==> src/rtl/cpu_pkg.sv <==
// rtl/cpu_pkg.sv - opcodes, ALU encodings, FSM states and control word for control_unit
package cpu_pkg;

  localparam logic [4:0] OP_LD   = 5'b00000;
  localparam logic [4:0] OP_ST   = 5'b00010;
  localparam logic [4:0] OP_ADD  = 5'b00011;
  localparam logic [4:0] OP_SUB  = 5'b00100;
  localparam logic [4:0] OP_AND  = 5'b00101;
  localparam logic [4:0] OP_OR   = 5'b00110;
  localparam logic [4:0] OP_ADDI = 5'b01100;
  localparam logic [4:0] OP_BR   = 5'b10010;
  localparam logic [4:0] OP_HALT = 5'b11011;

  localparam logic [3:0] ALU_ADD = 4'd0;
  localparam logic [3:0] ALU_SUB = 4'd1;
  localparam logic [3:0] ALU_AND = 4'd2;
  localparam logic [3:0] ALU_OR  = 4'd3;

  typedef enum logic [3:0] {
    RST_ST, FETCH0, FETCH1, FETCH2, EX3, EX4, EX5, EX6, EX7, HALTED
  } state_t;

  // One bit per strobe plus the ALU function and the run flag
  typedef struct packed {
    logic       Gra;
    logic       Grb;
    logic       Grc;
    logic       Rin;
    logic       Rout;
    logic       BAout;
    logic       Cout;
    logic       PCout;
    logic       PCin;
    logic       IncPC;
    logic       MARin;
    logic       MDRin;
    logic       MDRout;
    logic       IRin;
    logic       Yin;
    logic       Zin;
    logic       Zlowout;
    logic       CONin;
    logic       Read;
    logic       Write;
    logic [3:0] alu_op;
    logic       run;
  } ctrl_t;

  // Register-register ALU instructions
  function automatic logic is_alu_rr(input logic [4:0] op);
    is_alu_rr = (op == OP_ADD) || (op == OP_SUB) || (op == OP_AND) || (op == OP_OR);
  endfunction

  // Loads and stores share the address-computation steps EX3..EX5
  function automatic logic is_mem(input logic [4:0] op);
    is_mem = (op == OP_LD) || (op == OP_ST);
  endfunction

  function automatic logic [3:0] alu_of(input logic [4:0] op);
    case (op)
      OP_SUB:  alu_of = ALU_SUB;
      OP_AND:  alu_of = ALU_AND;
      OP_OR:   alu_of = ALU_OR;
      default: alu_of = ALU_ADD;
    endcase
  endfunction

endpackage

==> src/rtl/control_unit.sv <==
// rtl/control_unit.sv - Moore control FSM: fetch, per-opcode execute steps, halt
module control_unit
  import cpu_pkg::*;
(
  input  logic       clock,
  input  logic       reset_n,
  input  logic [4:0] opcode,
  input  logic       con_ff,
  input  logic       mem_done,
  output logic       Gra,
  output logic       Grb,
  output logic       Grc,
  output logic       Rin,
  output logic       Rout,
  output logic       BAout,
  output logic       Cout,
  output logic       PCout,
  output logic       PCin,
  output logic       IncPC,
  output logic       MARin,
  output logic       MDRin,
  output logic       MDRout,
  output logic       IRin,
  output logic       Yin,
  output logic       Zin,
  output logic       Zlowout,
  output logic       CONin,
  output logic       Read,
  output logic       Write,
  output logic [3:0] alu_op,
  output logic       run
);

  state_t     state, nxt;
  logic [4:0] op_q, op_nxt;
  ctrl_t      ctrl_q;

  // Control word for a state; f1_entry marks the first FETCH1 cycle, br_take the branch decision
  function automatic ctrl_t decode(input state_t s, input logic [4:0] op,
                                   input logic f1_entry, input logic br_take);
    ctrl_t c;
    c        = '0;
    c.alu_op = ALU_ADD;
    c.run    = (s != RST_ST) && (s != HALTED);
    case (s)
      FETCH0: begin c.PCout = 1'b1; c.MARin = 1'b1; c.IncPC = 1'b1; c.Zin = 1'b1; end
      FETCH1: begin c.Zlowout = 1'b1; c.PCin = f1_entry; c.Read = 1'b1; c.MDRin = 1'b1; end
      FETCH2: begin c.MDRout = 1'b1; c.IRin = 1'b1; end
      EX3: begin
        if (is_alu_rr(op) || op == OP_ADDI || is_mem(op)) begin
          c.Grb   = 1'b1;
          c.Yin   = 1'b1;
          c.BAout = is_mem(op);
          c.Rout  = !is_mem(op);
        end else if (op == OP_BR) begin
          c.Gra = 1'b1; c.Rout = 1'b1; c.CONin = 1'b1;
        end
      end
      EX4: begin
        if (is_alu_rr(op)) begin
          c.Grc = 1'b1; c.Rout = 1'b1; c.Zin = 1'b1; c.alu_op = alu_of(op);
        end else if (op == OP_BR) begin
          c.PCout = 1'b1; c.Yin = 1'b1;
        end else begin
          c.Cout = 1'b1; c.Zin = 1'b1;
        end
      end
      EX5: begin
        if (op == OP_BR) begin
          c.Cout = 1'b1; c.Zin = 1'b1;
        end else begin
          c.Zlowout = 1'b1;
          c.MARin   = is_mem(op);
          c.Gra     = !is_mem(op);
          c.Rin     = !is_mem(op);
        end
      end
      EX6: begin
        if (op == OP_LD) begin
          c.Read = 1'b1; c.MDRin = 1'b1;
        end else if (op == OP_ST) begin
          c.Gra = 1'b1; c.Rout = 1'b1; c.MDRin = 1'b1;
        end else begin
          c.Zlowout = br_take; c.PCin = br_take;
        end
      end
      EX7: begin
        if (op == OP_LD) begin
          c.MDRout = 1'b1; c.Gra = 1'b1; c.Rin = 1'b1;
        end else begin
          c.Write = 1'b1;
        end
      end
      default: ;
    endcase
    decode = c;
  endfunction

  // Next state; the opcode becomes visible to the decode on the FETCH2 -> EX3 step
  always_comb begin
    op_nxt = (state == FETCH2) ? opcode : op_q;
    nxt    = state;
    case (state)
      RST_ST: nxt = FETCH0;
      FETCH0: nxt = FETCH1;
      FETCH1: nxt = mem_done ? FETCH2 : FETCH1;
      FETCH2: nxt = EX3;
      EX3: begin
        if (op_q == OP_HALT)
          nxt = HALTED;
        else if (is_alu_rr(op_q) || op_q == OP_ADDI || is_mem(op_q) || op_q == OP_BR)
          nxt = EX4;
        else
          nxt = FETCH0;
      end
      EX4: nxt = EX5;
      EX5: nxt = (is_mem(op_q) || op_q == OP_BR) ? EX6 : FETCH0;
      EX6: begin
        if (op_q == OP_LD)
          nxt = mem_done ? EX7 : EX6;
        else if (op_q == OP_ST)
          nxt = EX7;
        else
          nxt = FETCH0;
      end
      EX7: nxt = (op_q == OP_ST && !mem_done) ? EX7 : FETCH0;
      HALTED: nxt = HALTED;
      default: nxt = RST_ST;
    endcase
  end

  // State, latched opcode and registered control word (decoded from the state being entered)
  always_ff @(posedge clock) begin
    if (!reset_n) begin
      state  <= RST_ST;
      op_q   <= '0;
      ctrl_q <= '0;
    end else begin
      state  <= nxt;
      op_q   <= op_nxt;
      ctrl_q <= decode(nxt, op_nxt, state != FETCH1, con_ff);
    end
  end

  assign Gra     = ctrl_q.Gra;
  assign Grb     = ctrl_q.Grb;
  assign Grc     = ctrl_q.Grc;
  assign Rin     = ctrl_q.Rin;
  assign Rout    = ctrl_q.Rout;
  assign BAout   = ctrl_q.BAout;
  assign Cout    = ctrl_q.Cout;
  assign PCout   = ctrl_q.PCout;
  assign PCin    = ctrl_q.PCin;
  assign IncPC   = ctrl_q.IncPC;
  assign MARin   = ctrl_q.MARin;
  assign MDRin   = ctrl_q.MDRin;
  assign MDRout  = ctrl_q.MDRout;
  assign IRin    = ctrl_q.IRin;
  assign Yin     = ctrl_q.Yin;
  assign Zin     = ctrl_q.Zin;
  assign Zlowout = ctrl_q.Zlowout;
  assign CONin   = ctrl_q.CONin;
  assign Read    = ctrl_q.Read;
  assign Write   = ctrl_q.Write;
  assign alu_op  = ctrl_q.alu_op;
  assign run     = ctrl_q.run;

endmodule

==> config.mk <==
export PLATFORM = sky130hd
export DESIGN_NAME = control_unit
export DESIGN_NICKNAME = d
export VERILOG_FILES = /design/src/rtl/cpu_pkg.sv /design/src/rtl/control_unit.sv
export SDC_FILE = /design/constraint.sdc
export NUM_CORES = 1
export LEC_CHECK = 0
export CELL_PAD_IN_SITES_DETAIL_PLACEMENT = 1
export CELL_PAD_IN_SITES_GLOBAL_PLACEMENT = 1
export CORE_MARGIN = 10
export CORE_UTILIZATION = 34
export DETAILED_ROUTE_END_ITERATION = 10
export HOLD_SLACK_MARGIN = 0.15
export PLACE_DENSITY = 0.82
export SYNTH_ARGS = -nofsm -noshare
export SYNTH_HDL_FRONTEND = slang
export SYNTH_SLANG_ARGS = --single-unit
==> constraint.sdc <==
create_clock -name clock -period 1.7 [get_ports clock]
set_input_delay 0.34 -clock clock [delete_from_list [all_inputs] [get_ports clock]]
set_output_delay 0.34 -clock clock [all_outputs]
set_load 0.02 [all_outputs]
==> impl_metrics.ini <==
[cells_and_area]
finish.net_count = 308
layout.cells.non_filler = 367
largest_reg_flops = 5
largest-register = op_q
syn_to_final_growth_pct = 77.49
final_core_util_pct = 63.48
layout-drive-gt1-share_pct = 46.33
num_antenna_cells = 0

[power_and_ir_drop]
seq_power_share_pct = 29.7
ir_worst_vdd_mv = 0.7055
power_switching_uw = 1172
powerDensity_mw_per_mm2 = 1008
pwr-share-clk_pct = 25.3
p_leak_uw = 0.001213
internal_power_uw = 1909
comb_power_share_pct = 45.0
switching_share_pct = 38.05

[drt]
wl_per_cell_microns = 25.18
drt_first_pass_iters = 4
routed_wl_microns = 9241
via_per_inst = 5.864
vias = 2152
ant_nets = 0
drtIter0Drc = 203
drc = 0

[sta]
rsz0062_at_grt = yes
slew_violations = 0
min_period_ns = 1.963
hold_viol = 0
fin_crit_sh_pct = 115.5
fmax_ghz = 0.5095
worstMarginPinSlew_ns = 0.6130
fin_ws_ns = -0.2627
slew_headroom_pct = 58.95
final.setup.tns_ns = -3.463
finalSetupViolCount = 21
fin_worst_skew_ns = 0.01098
hold_slack_ns = 0.6376

[critical_path]
cp-end-kind = register
critPathLaunchType = register
critical_path_class = reg2reg
critPathMaxStageDelay_ns = 0.55
worstPathMaxFanout = 8
cp_cell_sequence = nor2b_1 -> o22a_4 -> nor4_4 -> or4b_4 -> o22ai_2
crit_path_top_delay_cell = or4b_4
rrSetupSlack_ns = -0.26
cp.required_ns = 1.93
cp_data_arrival_time_ns = 2.19

[logic_synthesis]
ys.flop_type = dfxtp_1
synth_area_sq_mm = 0.001723
synth-seq-cells = 32
synth_edf_count = 0
async_flop_share_pct = 0
syn-instance-count = 206
synth-seq-area-share_pct = 37.18
synth_cell_types = 61
synth_warnings = 0
post_synth.cell_area_avg_sq_um = 8.364

[placed_design]
place_congestion = 0.9143
portBuffers = 31
dp_cells = 344
dp_worst_setup_slack_ns = -0.5308
dp_hpwl_microns = 5093

[grt]
gr-total-overflow = 0
grt_pass1_wl_microns = 12190
grt_max_degree = 12
grt_use_total_pct = 17.96
grt_pass1_vias = 2280
antenna_found_initial = 0

[worst_hold_path]
hold_path_class = in2reg

[status]
status = complete, but fails checks
violations = negative setup slack

[cts]
h-tree-depth = 2
cts_root_buf = clkbuf_8
hold_buffers = 0
clockBufferDepth = 2
cts_tree = built
cts.reportedPaths.clkPinSlew_ns = 0.08
clock-sinks = 32
cts_buffers = 5
worstSkewPairLatency_ns = 0.31

[floorplan]
core-area_sq_mm = 0.004817
start_util_pct = 35.77
die_x_microns = 91.19
row_count = 25
dieArea_sq_mm = 0.008315
io_pins = 34
die_height_microns = 91.19

[job]
drv_cap = 0
[worst max-delay path: cells and delay by family, from the launching register on]
kind | cells | cell delay, ns
AOI/OAI and AO/OA | 2 | 0.41
DFF | 1 | 0.40
and+or+nand+nor | 3 | 1.07
[logic make-up after synthesis]
logic type             count (synthesis)  synth area share [%]
multiplexers                           1                0.5810
buffers and inverters                 26                 7.262
XOR/XNOR                               5                 2.542
AND/OR/NAND/NOR                       83                 26.94
other                                  1                0.2177
AO/OA/AOI/OAI                         58                 25.27
flip-flops                            32                 37.18
[placed cells by master (no fill, tap or decap), drive strengths merged, types with 3 or more instances in the layout]
cell type,synthesis,final
o21ai,6,6
nor2,15,15
o22ai,5,5
nor3,10,10
nor2b,4,4
clkdlybuf4s50,0,29
nor3b,4,4
nand4,3,3
dfxtp,32,32
o21a,3,3
buf,11,74
inv,6,6
xnor2,4,4
nand2b,6,6
nand3,3,3
clkbuf,9,5
nand2,21,21
and3,3,3
a21oi,14,14
a211oi,4,4
[worst paths after layout]
path              endpoint       from  depth (start not counted)
hold / removal     op_q[0]  opcode[0]                          4
setup reg to reg       Zin   state[0]                          5
setup / recovery       Zin   state[0]                          5
hold reg to reg    op_q[4]    op_q[4]                          3
[cell usage after synthesis (2+ instances only)]
cell | instances | area (sq um)
o221ai_1 | 2 | 17.52
inv_1 | 6 | 22.52
clkbuf_1 | 9 | 33.78
o21a_1 | 3 | 22.52
nand4_1 | 3 | 18.77
buf_2 | 7 | 35.03
o211ai_1 | 2 | 15.01
and3_1 | 2 | 12.51
nor3_1 | 10 | 50.05
dfxtp_1 | 32 | 640.6
o21ai_0 | 5 | 25.02
o211a_1 | 2 | 20.02
nor2_1 | 15 | 56.30
xnor2_1 | 4 | 35.03
a21oi_1 | 14 | 70.07
buf_4 | 3 | 22.52
a211oi_1 | 4 | 30.03
a31oi_1 | 2 | 12.51
nand2_1 | 21 | 78.83
nand3_1 | 3 | 15.01
nor3b_1 | 4 | 30.03
o22ai_1 | 5 | 31.28
nor2b_1 | 4 | 25.02
nand2b_1 | 6 | 37.54
and2_1 | 2 | 12.51
[through the flow]
| step | area, sq um | total power [uW] |
|---|---|---|
| 2_1_floorplan | 1770 | 1424 |
| 3_3_place_gp | 2496 | 1899 |
| 3_5_place_dp | 2496 | 1942 |
| 4_1_cts | 2789 | 2779 |
| 5_1_grt | 3058 | 3183 |
| 6_report | 3058 | 3081 |
[power by group through the flow]
stage | sequential, uW | combinational (uW) | clock, uW
3_5_place_dp | 912 | 1030 | 0
2_1_floorplan | 966 | 458 | 0
4_1_cts | 897 | 1130 | 755
5_1_grt | 921 | 1440 | 821
3_3_place_gp | 905 | 994 | 0
6_report | 914 | 1390 | 781
[routing by layer]
metal,GRT usage [%],part of all wire (%),vias to the layer above
li1,-,-,932
met1,18.71,41,1097
met2,32.28,50,98
met3,4.609,5.8,25
met4,9.661,2.8,0
met5,0,0,-
[final cells by class]
class | count | area (sq um)
fill | 559 | 1759
multi-input combinational | 149 | 1276
timing repair buffer | 105 | 900.9
sequential | 32 | 663.1
tap | 67 | 83.83
clock buffer | 5 | 68.82
clock inverter | 3 | 42.54
inverter | 6 | 22.52
[timing repair]
action | in CTS | in global routing
endpoints found under the setup margin | 22 | 22
setup buffers | 7 | 9
pin swaps | 14 | 17
resized for setup | 38 | 36
(Power assumes the default switching activity.)
